===== config.mk =====
export PLATFORM = sky130hd
export DESIGN_NAME = mips4_alu_sequencer_flat
export DESIGN_NICKNAME = d
export VERILOG_FILES = /design/src/rtl/mips4_pkg.sv /design/src/rtl/mips4_alu_sequencer_if.sv /design/src/rtl/mips4_regfile.sv /design/src/rtl/mips4_alu_sequencer.sv /design/src/flat_wrapper.sv
export SDC_FILE = /design/constraint.sdc
export NUM_CORES = 1
export LEC_CHECK = 0
export ABC_CLOCK_PERIOD_IN_PS = 1700
export CAP_MARGIN = 5
export CORE_MARGIN = 2
export CORE_UTILIZATION = 48
export CTS_CLUSTER_SIZE = 8
export DETAILED_ROUTE_END_ITERATION = 7
export PLACE_DENSITY = 0.82
export SYNTH_ARGS = -nofsm -noshare
export SYNTH_HDL_FRONTEND = slang
export SYNTH_SLANG_ARGS = --single-unit

===== constraint.sdc =====
create_clock -name clk -period 1.7 [get_ports clk]
set_input_delay 0.255 -clock clk [delete_from_list [all_inputs] [get_ports clk]]
set_output_delay 0.255 -clock clk [all_outputs]
set_load 0.05 [all_outputs]

===== src/rtl/mips4_pkg.sv =====
// Shared definitions for the 4-bit MIPS ALU sequencer: opcodes, ALU op codes,
// instruction field positions, FSM states and the opcode decoder.
package mips4_pkg;

    localparam int INSTR_W = 13;

    localparam int OPC_MSB = 12;
    localparam int OPC_LSB = 10;
    localparam int RD_MSB  = 9;
    localparam int RD_LSB  = 8;
    localparam int RS_MSB  = 7;
    localparam int RS_LSB  = 6;
    localparam int RT_MSB  = 5;
    localparam int RT_LSB  = 4;
    localparam int IMM_MSB = 3;
    localparam int IMM_LSB = 0;

    typedef logic [2:0] opc_t;
    typedef logic [2:0] aluop_t;

    localparam opc_t OPC_ADD = 3'b000;
    localparam opc_t OPC_SUB = 3'b001;
    localparam opc_t OPC_AND = 3'b010;
    localparam opc_t OPC_OR  = 3'b011;
    localparam opc_t OPC_SLT = 3'b100;
    localparam opc_t OPC_BEQ = 3'b101;
    localparam opc_t OPC_LI  = 3'b110;
    localparam opc_t OPC_NOP = 3'b111;

    // bit 2 = b-invert / carry-in, bits 1:0 select and/or/sum/less
    localparam aluop_t ALUOP_AND = 3'b000;
    localparam aluop_t ALUOP_OR  = 3'b001;
    localparam aluop_t ALUOP_ADD = 3'b010;
    localparam aluop_t ALUOP_SUB = 3'b110;
    localparam aluop_t ALUOP_SLT = 3'b111;

    typedef enum logic [1:0] {
        ST_IDLE = 2'd0,
        ST_EXEC = 2'd1,
        ST_WB   = 2'd2
    } state_t;

    typedef enum logic [1:0] {
        SRC_REG  = 2'd0,
        SRC_IMM  = 2'd1,
        SRC_ZERO = 2'd2
    } src_t;

    typedef struct packed {
        aluop_t alu_op;
        src_t   a_src;
        src_t   b_src;
        logic   wr_en;
        logic   is_beq;
    } dec_t;

    function automatic dec_t decode(input opc_t opc);
        dec_t d;
        d.alu_op = ALUOP_ADD;
        d.a_src  = SRC_REG;
        d.b_src  = SRC_REG;
        d.wr_en  = 1'b1;
        d.is_beq = 1'b0;
        case (opc)
            OPC_ADD: d.alu_op = ALUOP_ADD;
            OPC_SUB: d.alu_op = ALUOP_SUB;
            OPC_AND: d.alu_op = ALUOP_AND;
            OPC_OR:  d.alu_op = ALUOP_OR;
            OPC_SLT: d.alu_op = ALUOP_SLT;
            OPC_BEQ: begin
                d.alu_op = ALUOP_SUB;
                d.wr_en  = 1'b0;
                d.is_beq = 1'b1;
            end
            OPC_LI: begin
                d.alu_op = ALUOP_ADD;
                d.a_src  = SRC_ZERO;
                d.b_src  = SRC_IMM;
            end
            OPC_NOP: begin
                d.alu_op = ALUOP_AND;
                d.a_src  = SRC_ZERO;
                d.b_src  = SRC_ZERO;
                d.wr_en  = 1'b0;
            end
            default: ;
        endcase
        return d;
    endfunction

endpackage


===== src/rtl/mips4_alu_sequencer_if.sv =====
// Instruction handshake, ALU drive/return and retire signals of the sequencer.
// master = sequencer side, slave = instruction source plus attached ALU.
interface mips4_alu_sequencer_if #(
    parameter int WIDTH = 4
) ();

    logic                         instr_valid;
    logic [mips4_pkg::INSTR_W-1:0] instr;
    logic                         instr_ready;
    logic [2:0]                   alu_op;
    logic [WIDTH-1:0]             alu_a;
    logic [WIDTH-1:0]             alu_b;
    logic [WIDTH-1:0]             alu_result;
    logic                         alu_zero;
    logic                         done;
    logic [WIDTH-1:0]             res_data;
    logic                         branch_taken;

    modport master (
        input  instr_valid, instr, alu_result, alu_zero,
        output instr_ready, alu_op, alu_a, alu_b, done, res_data, branch_taken
    );

    modport slave (
        output instr_valid, instr, alu_result, alu_zero,
        input  instr_ready, alu_op, alu_a, alu_b, done, res_data, branch_taken
    );

endinterface


===== src/rtl/mips4_regfile.sv =====
// Register file: two async read ports plus debug read, one sync write, r0 == 0.
// Latency: reads combinational, write visible the cycle after we; no backpressure.
module mips4_regfile #(
    parameter int WIDTH  = 4,
    parameter int ADDR_W = 2
) (
    input  logic              clk,
    input  logic              rst_n,
    input  logic [ADDR_W-1:0] rs_addr,
    output logic [WIDTH-1:0]  rs_data,
    input  logic [ADDR_W-1:0] rt_addr,
    output logic [WIDTH-1:0]  rt_data,
    input  logic [ADDR_W-1:0] dbg_addr,
    output logic [WIDTH-1:0]  dbg_data,
    input  logic              we,
    input  logic [ADDR_W-1:0] wr_addr,
    input  logic [WIDTH-1:0]  wr_data
);

    localparam int NREG = 1 << ADDR_W;

    logic [WIDTH-1:0] regs [NREG];

    always_ff @(posedge clk or negedge rst_n) begin
        if (!rst_n) begin
            for (int i = 0; i < NREG; i++) begin
                regs[i] <= '0;
            end
        end else if (we && (wr_addr != '0)) begin
            regs[wr_addr] <= wr_data;
        end
    end

    // r0 is forced on the read side so it reads zero regardless of storage
    assign rs_data  = (rs_addr  == '0) ? '0 : regs[rs_addr];
    assign rt_data  = (rt_addr  == '0) ? '0 : regs[rt_addr];
    assign dbg_data = (dbg_addr == '0) ? '0 : regs[dbg_addr];

endmodule


===== src/rtl/mips4_alu_sequencer.sv =====
// Drives a combinational 4-bit MIPS ALU: fetch operands, execute, write back.
// Latency 3 cycles per instruction; instr_ready only in IDLE, no input buffering.
module mips4_alu_sequencer
    import mips4_pkg::*;
#(
    parameter int WIDTH      = 4,
    parameter int REG_ADDR_W = 2
) (
    input  logic                  clk,
    input  logic                  rst_n,
    mips4_alu_sequencer_if.master bus,
    input  logic [REG_ADDR_W-1:0] dbg_addr,
    output logic [WIDTH-1:0]      dbg_data
);

    state_t                state_q;
    state_t                state_d;

    opc_t                  opc;
    logic [REG_ADDR_W-1:0] rd_addr;
    logic [REG_ADDR_W-1:0] rs_addr;
    logic [REG_ADDR_W-1:0] rt_addr;
    logic [WIDTH-1:0]      imm_ext;
    dec_t                  dec;

    logic [WIDTH-1:0]      rs_data;
    logic [WIDTH-1:0]      rt_data;
    logic [WIDTH-1:0]      a_nxt;
    logic [WIDTH-1:0]      b_nxt;

    aluop_t                alu_op_q;
    logic [WIDTH-1:0]      alu_a_q;
    logic [WIDTH-1:0]      alu_b_q;
    logic [WIDTH-1:0]      res_q;
    logic                  br_q;
    logic                  wr_en_q;
    logic                  beq_q;
    logic [REG_ADDR_W-1:0] rd_q;
    logic                  rf_we;

    assign opc     = bus.instr[OPC_MSB:OPC_LSB];
    assign rd_addr = REG_ADDR_W'(bus.instr[RD_MSB:RD_LSB]);
    assign rs_addr = REG_ADDR_W'(bus.instr[RS_MSB:RS_LSB]);
    assign rt_addr = REG_ADDR_W'(bus.instr[RT_MSB:RT_LSB]);
    assign imm_ext = WIDTH'(bus.instr[IMM_MSB:IMM_LSB]);
    assign dec     = decode(opc);

    mips4_regfile #(
        .WIDTH  (WIDTH),
        .ADDR_W (REG_ADDR_W)
    ) u_regfile (
        .clk      (clk),
        .rst_n    (rst_n),
        .rs_addr  (rs_addr),
        .rs_data  (rs_data),
        .rt_addr  (rt_addr),
        .rt_data  (rt_data),
        .dbg_addr (dbg_addr),
        .dbg_data (dbg_data),
        .we       (rf_we),
        .wr_addr  (rd_q),
        .wr_data  (res_q)
    );

    always_ff @(posedge clk or negedge rst_n) begin
        if (!rst_n) begin
            state_q <= ST_IDLE;
        end else begin
            state_q <= state_d;
        end
    end

    always_comb begin
        state_d         = state_q;
        bus.instr_ready = 1'b0;
        bus.done        = 1'b0;
        case (state_q)
            ST_IDLE: begin
                bus.instr_ready = 1'b1;
                if (bus.instr_valid) begin
                    state_d = ST_EXEC;
                end
            end
            ST_EXEC: state_d = ST_WB;
            ST_WB: begin
                bus.done = 1'b1;
                state_d  = ST_IDLE;
            end
            default: state_d = ST_IDLE;
        endcase
    end

    always_comb begin
        a_nxt = rs_data;
        b_nxt = rt_data;
        if (dec.a_src == SRC_ZERO) begin
            a_nxt = '0;
        end
        case (dec.b_src)
            SRC_IMM:  b_nxt = imm_ext;
            SRC_ZERO: b_nxt = '0;
            default:  b_nxt = rt_data;
        endcase
    end

    // Operands are registered on accept so the ALU sees a stable input for all of EXEC.
    always_ff @(posedge clk or negedge rst_n) begin
        if (!rst_n) begin
            alu_op_q <= ALUOP_AND;
            alu_a_q  <= '0;
            alu_b_q  <= '0;
            res_q    <= '0;
            br_q     <= 1'b0;
            wr_en_q  <= 1'b0;
            beq_q    <= 1'b0;
            rd_q     <= '0;
        end else begin
            case (state_q)
                ST_IDLE: begin
                    if (bus.instr_valid) begin
                        alu_op_q <= dec.alu_op;
                        alu_a_q  <= a_nxt;
                        alu_b_q  <= b_nxt;
                        wr_en_q  <= dec.wr_en;
                        beq_q    <= dec.is_beq;
                        rd_q     <= rd_addr;
                    end
                end
                ST_EXEC: begin
                    res_q <= bus.alu_result;
                    br_q  <= beq_q & bus.alu_zero;
                end
                ST_WB: begin
                    alu_op_q <= ALUOP_AND;
                    alu_a_q  <= '0;
                    alu_b_q  <= '0;
                end
                default: ;
            endcase
        end
    end

    // Writeback lands on the WB->IDLE edge, so debug reads see the old value during WB.
    assign rf_we            = (state_q == ST_WB) && wr_en_q;

    assign bus.alu_op       = alu_op_q;
    assign bus.alu_a        = alu_a_q;
    assign bus.alu_b        = alu_b_q;
    assign bus.res_data     = res_q;
    assign bus.branch_taken = br_q;

endmodule


===== src/flat_wrapper.sv =====
// flat-port wrapper written by rule: the top's interface ports become plain ports
module mips4_alu_sequencer_flat import mips4_pkg::*;
#(
    parameter int WIDTH      = 4,
    parameter int REG_ADDR_W = 2
)
  (clk, rst_n, dbg_addr, dbg_data, bus_instr_valid, bus_instr, bus_alu_result, bus_alu_zero, bus_instr_ready, bus_alu_op, bus_alu_a, bus_alu_b, bus_done, bus_res_data, bus_branch_taken);
  mips4_alu_sequencer_if #(.WIDTH(WIDTH)) bus_i ();
  input  logic clk;
  input  logic rst_n;
  input  logic [REG_ADDR_W-1:0] dbg_addr;
  output logic [WIDTH-1:0] dbg_data;
  input wire logic [$bits(bus_i.instr_valid)-1:0] bus_instr_valid;
  input wire logic [$bits(bus_i.instr)-1:0] bus_instr;
  input wire logic [$bits(bus_i.alu_result)-1:0] bus_alu_result;
  input wire logic [$bits(bus_i.alu_zero)-1:0] bus_alu_zero;
  output wire logic [$bits(bus_i.instr_ready)-1:0] bus_instr_ready;
  output wire logic [$bits(bus_i.alu_op)-1:0] bus_alu_op;
  output wire logic [$bits(bus_i.alu_a)-1:0] bus_alu_a;
  output wire logic [$bits(bus_i.alu_b)-1:0] bus_alu_b;
  output wire logic [$bits(bus_i.done)-1:0] bus_done;
  output wire logic [$bits(bus_i.res_data)-1:0] bus_res_data;
  output wire logic [$bits(bus_i.branch_taken)-1:0] bus_branch_taken;
  assign bus_i.instr_valid = bus_instr_valid;
  assign bus_i.instr = bus_instr;
  assign bus_i.alu_result = bus_alu_result;
  assign bus_i.alu_zero = bus_alu_zero;
  assign bus_instr_ready = bus_i.instr_ready;
  assign bus_alu_op = bus_i.alu_op;
  assign bus_alu_a = bus_i.alu_a;
  assign bus_alu_b = bus_i.alu_b;
  assign bus_done = bus_i.done;
  assign bus_res_data = bus_i.res_data;
  assign bus_branch_taken = bus_i.branch_taken;
  mips4_alu_sequencer #(.WIDTH(WIDTH), .REG_ADDR_W(REG_ADDR_W)) u_core (.clk(clk), .rst_n(rst_n), .bus(bus_i), .dbg_addr(dbg_addr), .dbg_data(dbg_data));
endmodule

==> PnR_summary.wiki <==
{| class="wikitable"
! Metric !! Value
|-
| Most common cell after layout, fill and taps aside || sky130_fd_sc_hd__dfrtp_1
|-
| Number of remaining DRC errors || 0
|-
| Num rows || 22
|-
| Class of the most critical hold timing path || in2async
|-
| Buffers on Ports || 44
|-
| Required time reported for the critical path endpoint || 1870 ps
|-
| MaxCap Viol Count || 0
|-
| Core region area || 0.00363 mm^2
|-
| Part of the total power dissipated in the clock network || 19.8%
|-
| Total power || 3.59 mW
|-
| TritonCTS clock tree || done
|-
| Setup Skew || 9.49 ps
|-
| Number of enable flip-flop cells after synthesis || 0
|-
| Total length of routed wires || 4.11 mm
|-
| Maximum number of pins on one net before global-route repair || 39
|-
| CTS Root Buffer Type || sky130_fd_sc_hd__clkbuf_8
|-
| Number of violations reported at the end of detailed-routing iteration 0 || 105
|-
| Placed Cells || 255
|-
| Number of instances in the synthesized netlist || 155
|-
| Actual transition at the worst max-transition pin || 695 ps
|-
| Failing checks || negative hold slack
|-
| Crit Path Max Fanout || 6
|-
| Critical path endpoint category || flip-flop
|-
| Post-Synthesis Mean Instance Area || 11.6 um^2
|-
| Flop pwr share || 39.3%
|-
| Width of the chip || 65.2 um
|-
| Wire length of the first global-routing pass || 6.75 mm
|-
| Final min period || 1670 ps
|-
| Sw power || 1.38 mW
|-
| First-pass iteration count of the detailed router || 4
|-
| Seq/Total Area, Yosys || 52.9%
|-
| Net switching fraction of the power || 38.5%
|-
| Fillers || 275
|-
| Remaining max-slew budget at the tightest pin || 53.3%
|-
| Setup slack at placement || -292 ps
|-
| Gate power share || 40.9%
|-
| Hold buffer count at cts || 0
|-
| Number of library cell types mapped by synthesis || 31
|-
| Overall Global Routing Usage || 21.2%
|-
| Clock tree sinks || 38
|-
| Yosys Warn Count || 0
|-
| Area growth, synth to finish || 39.2%
|-
| Non-filler cells in the finished layout || 266
|-
| Summed instance area of the synthesized netlist || 0.00180 mm^2
|-
| Leftover overflow at the end of global routing || 0
|-
| Net count after synthesis || 180
|-
| Hold Vio Cnt, Final || 4
|-
| Pins over their slew limit || 0
|-
| Starting density of the core || 49.5%
|-
| CTS Buffer Depth || 2
|-
| Max H-tree Level || 2
|-
| Kind of start point of the critical path || input pin
|-
| Vertical die dimension || 65.2 um
|-
| Via-to-Cell Ratio || 5.21
|-
| Internal power contribution || 2.21 mW
|-
| Leak Pwr || 1.17 nW
|-
| Commonest non-fill, non-tap cells in the layout || sky130_fd_sc_hd__dfrtp_1, sky130_fd_sc_hd__buf_4, sky130_fd_sc_hd__nand2_1
|-
| Ratio of cells with drive above 1 in the final layout || 37.6%
|-
| Cell type with the highest aggregate area in the netlist || sky130_fd_sc_hd__dfrtp_1
|-
| Clock-pin slew reported for the worst setup and hold paths after clock tree synthesis || 80 ps
|-
| Setup TNS after final layout || 0 ps
|-
| Die area || 0.00425 mm^2
|-
| Final routed wire length divided by cell count || 15.4 um
|-
| Power Density || 1430 mW/mm^2
|-
| Final-report setup violation count || 0
|-
| Hold Worst Slack || -4.64 ps
|-
| Share of the synthesized area in the top cell type || 52.9%
|-
| Area of placed instances || 0.00235 mm^2
|-
| Crit path setup slack, layout || 32.5 ps
|-
| Share of the clock period used by the worst path || 98.1%
|-
| Most frequently used flop master after synthesis || sky130_fd_sc_hd__dfrtp_1
|-
| Final core utilization || 68.9%
|-
| Result of the run || complete, but fails checks
|-
| Insertion delay of the later-clocked pin in the worst-skew pair || 290 ps
|-
| Critical path class || in2reg
|-
| Arr. time, crit path || 1840 ps
|-
| Cell types with the largest area share after synthesis || sky130_fd_sc_hd__dfrtp_1, sky130_fd_sc_hd__mux2_2, sky130_fd_sc_hd__mux4_2, sky130_fd_sc_hd__nand2_1, sky130_fd_sc_hd__o21ai_0
|-
| Async SR Flop Fraction || 100%
|-
| Detailed Place HPWL || 3.12 mm
|-
| Clock buffers created by TritonCTS || 5
|-
| Number of antenna violations at the first check in global routing || 0
|-
| Residual antenna-violating net count after detailed routing || 0
|-
| I/O pin total || 45
|-
| Via count || 1385
|-
| Via count of the first global-routing pass || 1393
|-
| Seq cells post-synth || 38
|-
| Max IR drop VDD || 0.000943 V
|-
| Nets@finish || 242
|-
| Diodes inserted || 0
|-
| Gp weighted congestion || 0.855
|-
| Highest Clock Rate || 0.600 GHz
|-
| Cell area after layout || 0.00250 mm^2
|}
[area by class of cell]
cell class	instances	area [um^2]	area share (%)
Clock buffer	8	110	4.40
Inverter	10	37.5	1.50
Multi-Input combinational cell	102	817	32.7
Sequential cell	38	951	38.0
Tap cell	48	60.1	2.40
Timing Repair Buffer	60	527	21.0
[power by group through the flow]
stage               sequential [mW]  clock (mW)  combinational [mW]
global placement               1.40           0                1.39
detailed placement             1.43           0                1.43
finish                         1.41       0.712                1.47
floorplan                      1.67           0               0.652
CTS                            1.41       0.730                1.43
global route                   1.44       0.788                1.55
[kinds of logic after synthesis]
kind of cell	after synthesis	share of synthesized area, %
AND/OR/NAND/NOR	46	12.7
buffers and inverters	15	3.13
flip-flops	38	52.9
adder cells (fa/ha/maj)	2	1.39
multiplexers	28	20.1
AO/OA/AOI/OAI	26	9.74
[flip-flops by register name, summed over array words and instances, names as in the netlist, 2 cells and up]
| name | count |
|---|---|
| u_core.bus.alu_a | 4 |
| u_core.bus.alu_b | 4 |
| u_core.bus.alu_op | 3 |
| u_core.bus.res_data | 4 |
| u_core.rd_q | 2 |
| u_core.state_q | 2 |
| u_core.u_regfile.regs | 16 |
[path summary, 6_finish.rpt]
path                                              to  slack [ps]                      start  cells after the start
setup / recovery                 u_core.bus.alu_b[2]          30              bus_instr[10]                      7
hold / removal                  u_core.bus.alu_op[0]          -5                      rst_n                      2
setup reg to reg            u_core.u_regfile.regs[5]         110          u_core.state_q[0]                      4
hold reg to reg            u_core.u_regfile.regs[15]         380  u_core.u_regfile.regs[15]                      0
max in group asynchronous  u_core.u_regfile.regs[14]        1370                      rst_n                      2
min in group clk           u_core.u_regfile.regs[15]         380  u_core.u_regfile.regs[15]                      0
[Yosys cell counts, types with 2 or more instances]
library cell,number
sky130_fd_sc_hd__dfrtp_1,38
sky130_fd_sc_hd__nand2_1,23
sky130_fd_sc_hd__mux2_2,21
sky130_fd_sc_hd__o21ai_0,10
sky130_fd_sc_hd__inv_1,9
sky130_fd_sc_hd__nor2_1,7
sky130_fd_sc_hd__clkbuf_1,5
sky130_fd_sc_hd__a22o_1,4
sky130_fd_sc_hd__mux4_2,4
sky130_fd_sc_hd__and3_1,3
sky130_fd_sc_hd__nand3_1,3
sky130_fd_sc_hd__a21oi_1,2
sky130_fd_sc_hd__a221o_1,2
sky130_fd_sc_hd__a31oi_1,2
sky130_fd_sc_hd__a32o_1,2
sky130_fd_sc_hd__ha_1,2
sky130_fd_sc_hd__mux2i_1,2
sky130_fd_sc_hd__nor2b_1,2
sky130_fd_sc_hd__o31ai_1,2
[worst max-delay path, cell delays in order]
cell	delay, ps
sky130_fd_sc_hd__clkdlybuf4s50_1	460
sky130_fd_sc_hd__nand3b_1	250
sky130_fd_sc_hd__ha_4	340
sky130_fd_sc_hd__inv_1	50
sky130_fd_sc_hd__and3_1	150
sky130_fd_sc_hd__nor4_1	260
sky130_fd_sc_hd__nor3_1	80
[layer usage]
layer / track usage, % / wire (um) / up-vias
li1: - / - / 674
met1: 27.7 / 1790 / 663
met2: 33.8 / 2040 / 42
met3: 5.99 / 199 / 6
met4: 8.07 / 77 / 0
met5: 0 / 0 / -
[repair_timing]
item / CTS / global route
pin swaps: 0 / 1
gates resized for setup: 1 / 6
setup buffers: 0 / 3
gates cloned: 0 / 0
setup endpoints to repair: 4 / 8
No activity file was read; power rests on OpenSTA's default activity.
